$ cat config.mk
export PLATFORM = sky130hd
export DESIGN_NAME = vid_pattern_gen
export DESIGN_NICKNAME = d
export VERILOG_FILES = /design/src/rtl/vid_pkg.sv /design/src/rtl/vid_lfsr12.sv /design/src/rtl/vid_pattern_gen.sv
export SDC_FILE = /design/constraint.sdc
export NUM_CORES = 1
export LEC_CHECK = 0
export CAP_MARGIN = 40
export CORE_AREA = 8 8 103 105
export CTS_CLUSTER_DIAMETER = 50
export DETAILED_ROUTE_END_ITERATION = 6
export DIE_AREA = 0 0 111 113
export PLACE_DENSITY_LB_ADDON = 0.3
export RECOVER_POWER = 100
export SYNTH_ARGS = -nofsm -noshare
export SYNTH_HDL_FRONTEND = slang
export SYNTH_SLANG_ARGS = --single-unit
$ cat constraint.sdc
create_clock -name clk -period 2.81 [get_ports clk]
set_clock_uncertainty 0.05 [all_clocks]
set_input_delay 0.281 -clock clk [delete_from_list [all_inputs] [get_ports clk]]
set_output_delay 0.281 -clock clk [all_outputs]
set_load 0.01 [all_outputs]
$ cat src/rtl/vid_pkg.sv
// Shared types and helpers for the synthetic video source.
package vid_pkg;

  localparam int PIX_W = 12;

  typedef enum logic [1:0] {RAMP_H, RAMP_V, CHECKER, LFSR} vid_mode_t;
  typedef enum logic [1:0] {IDLE, VBLANK, ACTIVE, HBLANK} vid_gen_state_t;

  function automatic logic [PIX_W-1:0] lfsr_next(input logic [PIX_W-1:0] s);
    return {s[10:0], s[11] ^ s[5] ^ s[3] ^ s[0]};
  endfunction

endpackage

$ cat src/rtl/vid_lfsr12.sv
// 12-bit Fibonacci LFSR; seed restarts at 12'h001 and wins over advance.
module vid_lfsr12
  import vid_pkg::*;
(
  input  logic             clk,
  input  logic             rst,
  input  logic             seed,
  input  logic             advance,
  output logic [PIX_W-1:0] value
);

  localparam logic [PIX_W-1:0] SEED_VAL = 12'h001;

  always_ff @(posedge clk) begin
    if (!rst) begin
      value <= SEED_VAL;
    end else if (seed) begin
      value <= SEED_VAL;
    end else if (advance) begin
      value <= lfsr_next(value);
    end
  end

endmodule

$ cat src/rtl/vid_pattern_gen.sv
// Camera-link style test-pattern source: pixel outputs load on the last divider clock, so they are stable for a full pixel period.
// state | meaning: IDLE waiting for enable | VBLANK blank lines | ACTIVE visible x | HBLANK line tail
module vid_pattern_gen
  import vid_pkg::*;
#(
  parameter int PIX_DIV  = 4,
  parameter int H_ACTIVE = 320,
  parameter int H_BLANK  = 16,
  parameter int V_ACTIVE = 240,
  parameter int V_BLANK  = 8
) (
  input  logic        clk,
  input  logic        rst,
  input  logic        enable,
  input  logic [1:0]  mode,
  output logic [11:0] vid_pixel,
  output logic        vid_pixsync,
  output logic        vid_hblank,
  output logic        vid_vblank,
  output logic        vid_visible,
  output logic        frame_start,
  output logic [15:0] frame_count
);

  localparam int DIV_W = $clog2(PIX_DIV);
  localparam logic [DIV_W-1:0] DIV_LAST   = DIV_W'(PIX_DIV - 1);
  localparam logic [15:0]      H_TOT_LAST = 16'(H_ACTIVE + H_BLANK - 1);
  localparam logic [15:0]      H_ACT_LAST = 16'(H_ACTIVE - 1);
  localparam logic [15:0]      H_BLK_LAST = 16'(H_BLANK - 1);
  localparam logic [15:0]      V_ACT_LAST = 16'(V_ACTIVE - 1);
  localparam logic [15:0]      V_BLK_LAST = 16'(V_BLANK - 1);

  vid_gen_state_t   state, state_n;
  vid_mode_t        mode_q;
  logic [DIV_W-1:0] div;
  logic [15:0]      x, y, x_n, y_n;
  logic             pix_end, start, frame_done, lfsr_adv;
  logic [PIX_W-1:0] lfsr_val, pixel_n;
  logic             hblank_n, vblank_n, visible_n;

  assign pix_end     = (div == DIV_LAST);
  assign vid_pixsync = pix_end;
  // A frame always begins from IDLE on a boundary clock, which also covers back-to-back frames.
  assign start       = rst && (state == IDLE) && (div == '0) && enable;
  assign frame_start = start;
  assign lfsr_adv    = pix_end && visible_n;

  vid_lfsr12 u_lfsr (
    .clk     (clk),
    .rst     (rst),
    .seed    (start),
    .advance (lfsr_adv),
    .value   (lfsr_val)
  );

  always_ff @(posedge clk) begin
    if (!rst) begin
      state       <= IDLE;
      div         <= '0;
      x           <= '0;
      y           <= '0;
      mode_q      <= RAMP_H;
      frame_count <= '0;
      vid_pixel   <= '0;
      vid_hblank  <= 1'b0;
      vid_vblank  <= 1'b1;
      vid_visible <= 1'b0;
    end else begin
      div   <= pix_end ? '0 : div + 1'b1;
      state <= state_n;
      x     <= x_n;
      y     <= y_n;
      if (start) mode_q <= vid_mode_t'(mode);
      if (pix_end) begin
        vid_pixel   <= pixel_n;
        vid_hblank  <= hblank_n;
        vid_vblank  <= vblank_n;
        vid_visible <= visible_n;
        if (frame_done) frame_count <= frame_count + 1'b1;
      end
    end
  end

  always_comb begin
    state_n    = state;
    x_n        = x;
    y_n        = y;
    frame_done = 1'b0;
    case (state)
      IDLE: begin
        if (start) begin
          state_n = VBLANK;
          x_n     = '0;
          y_n     = '0;
        end
      end
      VBLANK: begin
        if (pix_end) begin
          if (x == H_TOT_LAST) begin
            x_n = '0;
            if (y == V_BLK_LAST) begin
              state_n = ACTIVE;
              y_n     = '0;
            end else begin
              y_n = y + 1'b1;
            end
          end else begin
            x_n = x + 1'b1;
          end
        end
      end
      ACTIVE: begin
        if (pix_end) begin
          if (x == H_ACT_LAST) begin
            state_n = HBLANK;
            x_n     = '0;
          end else begin
            x_n = x + 1'b1;
          end
        end
      end
      HBLANK: begin
        if (pix_end) begin
          if (x == H_BLK_LAST) begin
            x_n = '0;
            if (y == V_ACT_LAST) begin
              state_n    = IDLE;
              y_n        = '0;
              frame_done = 1'b1;
            end else begin
              state_n = ACTIVE;
              y_n     = y + 1'b1;
            end
          end else begin
            x_n = x + 1'b1;
          end
        end
      end
      default: state_n = IDLE;
    endcase
  end

  always_comb begin
    vblank_n  = (state_n == IDLE) || (state_n == VBLANK);
    hblank_n  = (state_n == HBLANK);
    visible_n = (state_n == ACTIVE);
    pixel_n   = '0;
    if (visible_n) begin
      case (mode_q)
        RAMP_H:  pixel_n = {x_n[8:0], 3'b000};
        RAMP_V:  pixel_n = {y_n[7:0], 4'b0000};
        CHECKER: pixel_n = (x_n[3] ^ y_n[3]) ? 12'hFFF : 12'h000;
        default: pixel_n = lfsr_val;
      endcase
    end
  end

endmodule
After elaboration in Yosys (flattened, before gate mapping):

Index checks and enable logic that the tools add are counted.

* add/subtract/negate cells: 4
* equality and inequality tests: 20
* mux-type cells: 33
* bitwise logic cells: 5
* reductions and logical operators: 15

Operators by type and width (number)
* 16-bit two-way mux: 14
* 16-bit case mux with 4 select lines: 1
* 16-bit by 1-bit adder with 16-bit output, second input constant: 3
* 16-bit case mux with 3 select lines: 1
* 12-bit case mux with 3 select lines: 1
* 16-bit by 9-bit == test with 1-bit output, second input constant: 2
* 12-bit two-way mux: 2
* 2-bit two-way mux: 9
* 16-bit by 3-bit == test with 1-bit output, second input constant: 1
* 16-bit by 4-bit == test with 1-bit output, second input constant: 1
* 16-bit by 8-bit == test with 1-bit output, second input constant: 1
* 2-bit == test, second input constant: 6
* 2-bit != test, second input constant: 6
* 2-bit logical NOT: 4
* 2-bit case mux with 4 select lines: 1
* 2-bit by 1-bit == test with 1-bit output, second input constant: 3
* 6-bit AND reduction: 1
* 1-bit logical AND: 4
* 1-bit two-way mux: 4
* 4-bit AND reduction: 1
* 2-bit OR reduction: 2
* 1-bit bitwise XOR: 4
* 3-bit nonzero test: 1
* 2-bit by 1-bit adder with 2-bit output, second input constant: 1
* 3 further kinds: 3

* register bits: 81
* input bits: 5
* output and inout bits: 33
* logic and storage cells: 90

Depth between registers and ports, before layout:

* depth in word-level cells: 10
* mapped depth: 11
* depth with buffers taken out: 9

Cells and area by module:

A second synthesis with hierarchy kept.

* cells, all modules: 506
* area, all modules: 4239.1 µm²

By module, submodules not included
* vid_pattern_gen: instances 1, cells each 464, area an instance 3787.4 µm², sequential area each 1381.3 µm²
* vid_lfsr12: instances 1, cells each 42, area an instance 451.7 µm², sequential area each 240.2 µm²

Worst setup path after synthesis:

OpenSTA, ideal clock, no wires.

* path kind: reg2reg
* start: register div[0]
* end: register vid_pixel[6]
* arrival: 2620 ps
* setup slack: 45 ps
* cell stages (with the launch flop): 12
* path buffers: 3
* period minus slack after synthesis: 2765 ps
* cell sequence: dfxtp_1 > ha_1 > buf_2 > and2_1 > and4_1 > clkbuf_1 > a41oi_2 > nand3b_4 > or3_1 > buf_2 > a2111o_1 > o311ai_1

RTL lines
* start, declared: line vid_pattern_gen.sv:35 `logic [DIV_W-1:0] div;`
* start signal, assigned: line vid_pattern_gen.sv:69 `div <= pix_end ? '0 : div + 1'b1;`
* 2-bit == test *: line vid_pattern_gen.sv:41 `assign pix_end = (div == DIV_LAST);`
* net vid_pixsync: line vid_pattern_gen.sv:17 `output logic vid_pixsync,`
* 16-bit two-way mux, on equally long branches: line vid_pattern_gen.sv:123, vid_pattern_gen.sv:98, vid_pattern_gen.sv:113
* 16-bit case mux with 4 select lines / 16-bit case mux with 3 select lines (equally long branches): line vid_pattern_gen.sv:89 `case (state)`
* 1-bit bitwise XOR: line vid_pattern_gen.sv:152 `CHECKER: pixel_n = (x_n[3] ^ y_n[3]) ? 12'hFFF : 12'h000;`
* 12-bit two-way mux: line vid_pattern_gen.sv:152
* 12-bit case mux with 3 select lines: line vid_pattern_gen.sv:149 `case (mode_q)`
* 12-bit two-way mux: line vid_pattern_gen.sv:148 `if (visible_n) begin`
* end signal, assigned: line vid_pattern_gen.sv:75 `vid_pixel <= pixel_n;`
* end, declared: line vid_pattern_gen.sv:16 `output logic [11:0] vid_pixel,`

The timed path passes the listed nets; every way through them passes the cells marked *. The select of a mux whose other input is x is not followed.
A chain may end at the register's enable or synchronous reset.

Worst setup path in the final report:

* start: register x[9]
* end: register vid_pixel[2]

* longest elaborated chain between the ends: 8

Ends and longest elaborated chain
* start, declared: line vid_pattern_gen.sv:36 `logic [15:0] x, y, x_n, y_n;`
* start signal, assigned: line vid_pattern_gen.sv:71 `x <= x_n;`
* 16-bit by 4-bit == test with 1-bit output (tied with other cells): line vid_pattern_gen.sv:124 `if (x == H_BLK_LAST) begin`
* 16-bit two-way mux, on equally long branches: line vid_pattern_gen.sv:124, vid_pattern_gen.sv:99, vid_pattern_gen.sv:114
* 16-bit two-way mux, on equally long branches: line vid_pattern_gen.sv:123, vid_pattern_gen.sv:98, vid_pattern_gen.sv:113
* 16-bit case mux with 4 select lines / 16-bit case mux with 3 select lines (equally long branches): line vid_pattern_gen.sv:89
* 1-bit bitwise XOR: line vid_pattern_gen.sv:152
* 12-bit two-way mux: line vid_pattern_gen.sv:152
* 12-bit case mux with 3 select lines: line vid_pattern_gen.sv:149
* 12-bit two-way mux *: line vid_pattern_gen.sv:148

Every way passes the cells marked *; elsewhere a longest branch is shown, timed or not. The select of a mux whose other input is x is not followed.

==> metrics.yaml <==
timing:
  hold_violations: 0
  slew_violations: 0
  fin_setup_tns_ns: 0
  rsz0062_at_grt: "yes"
  finalHoldWorstSlack_ns: 0.390
  fin_crit_ns: 2.71
  post-route-period-util_pct: 96.3
  setup_viol: 0
  worst_slew_pin_slew_ns: 0.622
  max_freq_mhz: 370
  relSlewSlack_pct: 58.5
floorplan:
  rows: 35
  initial_core_util_pct: 48.2
  core-area_mm2: 0.00898
  ios: 38
  die_area_mm2: 0.0125
  fp.dieH_um: 113
  die_w_um: 111
worst_setup_path:
  worstPathArrival_ns: 2.92
  required_ns: 3.02
  start_kind: "flop"
  reg2reg_slack_ns: 0.10
  worstPathMaxFanout: 7
  timing.critical_path.to_type: "flop"
  r2r_cells: 7
  crit_type: "flop to flop"
detailed_routing:
  drtIter0Drc: 306
  vias: 4320
  drt_pass1_iterations: 5
  wirelength_um: 12200
  vias_per_cell: 5.94
  routedWlPerCell_um: 16.8
  antenna_left: 0
  drc_errors: 0
clocking:
  cts_buffer_depth: 2
  clkTransAtPathRegs_ns: 0.10
  htreeDepth: 3
  clock-sinks: 81
  clk_latency_ns: 0.36
  cts_buffers: 9
  cts_root_buffer: "clkbuf_8"
  cts_tree: "built"
finish:
  final_area_mm2: 0.00544
  nets: 621
  syn2layout_area_growth_pct: 25.7
  drive_gt1_share_pct: 15.9
  layout_common_cells: "81 x dfxtp_1, 57 x nand2_1, 54 x nor2_1, 54 x buf_4, 31 x dlygate4sd3_1"
  mostFrequentLayoutCell: "dfxtp_1"
  antenna_cells: 0
synth:
  synth-edff-count: 0
  ys_types: 66
  synthCells: 536
  synthArstFlopShare_pct: 0
  yosys_warnings: 0
  synth.avg_cell_area_um2: 8.07
  synth_seq_area_share_pct: 37.5
  synth-seq-cells: 81
  syn-num-nets: 546
  synth_area_mm2: 0.00433
  synth_flop_cell: "dfxtp_1"
power:
  total_power_mw: 2.30
  ir_drop_uv: 239
  leakage_nw: 2.01
  power_density_mw_per_mm2: 422
status:
  outcome: "finished, final reports clean"
grt:
  grt_overflow: 0
  grt_pass1_vias: 4084
  grt_first_pass_wirelength_um: 20100
  antenna_found_initial: 0
  grt_max_degree: 28
  track_usage_pct: 19.0
hold_path:
  whs_path_depth: 2
  min_path_type: "flop to flop"
placement:
  gp_congestion: 0.948
  post_dp_cell_area_mm2: 0.00513
  io_buffers: 37
  dpl.hpwl_um: 9140
job:
  maxCapViolations: 0
[logic make-up after synthesis]
logic type,count (synthesis),synth area share (%)
and+or+nand+nor,248,30.1
AOI/OAI and AO/OA,120,18.8
DFF,81,37.5
buffers and inverters,43,3.90
xor gates and xnor gates,28,5.67
muxes,11,2.57
adders and majority gates,5,1.45
[sequential cells by signal (all words and copies together), names as in the netlist, 2 cells and up]
register	cells
x	16
state	2
u_lfsr.value	12
frame_count	16
div	2
mode_q	2
y	16
vid_pixel	12
[synthesized netlist by cell type, types with 6 or more instances]
| master | instances | share of area, % |
|---|---|---|
| inv_1 | 11 | 0.95 |
| xnor2_1 | 17 | 3.4 |
| nand3_1 | 28 | 3.2 |
| buf_2 | 6 | 0.69 |
| and2_1 | 10 | 1.4 |
| a21oi_1 | 28 | 3.2 |
| dfxtp_1 | 81 | 37 |
| xor2_1 | 11 | 2.2 |
| mux2i_1 | 10 | 2.3 |
| o21ai_0 | 27 | 3.1 |
| nand2_1 | 57 | 4.9 |
| nor3_1 | 24 | 2.8 |
| clkbuf_1 | 22 | 1.9 |
| nand4_1 | 11 | 1.6 |
| or3_1 | 11 | 1.6 |
| nor2_1 | 55 | 4.8 |
| and4_1 | 6 | 1.2 |
| and3_1 | 13 | 1.9 |
| o211ai_1 | 6 | 1.0 |
| o31ai_1 | 16 | 2.8 |
| a311oi_1 | 6 | 1.2 |
[layout make-up]
| cell class | count | area, um^2 |
|---|---|---|
| Fill cell | 786 | 3540 |
| Multi-Input combinational cell | 412 | 2640 |
| Sequential cell | 81 | 1620 |
| Timing Repair Buffer | 94 | 787 |
| Tap cell | 111 | 139 |
| Clock buffer | 9 | 124 |
| Clock inverter | 7 | 83.8 |
| Inverter | 13 | 48.8 |
[report_power, final]
part	switching, mW	total [mW]	internal, mW	leakage [nW]
Clock	0.489	0.917	0.428	0.103
Sequential	0.00824	1.16	1.15	0.653
Combinational	0.140	0.218	0.0777	1.25
Total	0.637	2.30	1.66	2.01
[routing by layer]
metal  vias to the layer above  share of wire (%)  GRT usage [%]
li1                       2098                  -              -
met1                      2051                 44           24.4
met2                       144                 47           31.0
met3                        27                6.0           3.23
met4                         0                2.6           7.57
met5                         -                  0              0
[worst paths after layout]
kind / from / to
max: x[9] / vid_pixel[2]
min: vid_visible / vid_visible
min reg2reg: vid_visible / vid_visible
max reg2reg: x[9] / vid_pixel[2]
[what timing repair did]
action | 4_1_cts | 5_1_grt
hold endpoints to repair | 0 | 0
resized for setup | 0 | 22
setup endpoints to repair | 0 | 37
hold buffers | 0 | 0
buffers inserted | 0 | 2
[per-stage QoR]
| step | util (%) | worst slack [ns] | cells |
|---|---|---|---|
| final | 60.6 | 0.105 | 727 |
| after global routing | 60.6 | -0.0334 | 727 |
| after CTS | 59.5 | 0.00178 | 725 |
| after detailed placement | 57.1 | 0.0206 | 709 |
| after global placement | 57.1 | 0.0418 | 709 |
| after floorplan | - | 0.0447 | 536 |
[critical path, cell delays in order (launching register included)]
cell	delay [ns]
dfxtp_1	0.39
or4_4	0.60
nor3b_4	0.29
nand3_1	0.14
a21oi_2	0.17
o211a_1	0.30
mux2_2	0.42
o31ai_1	0.25
Power figures use the tool's default switching activity.
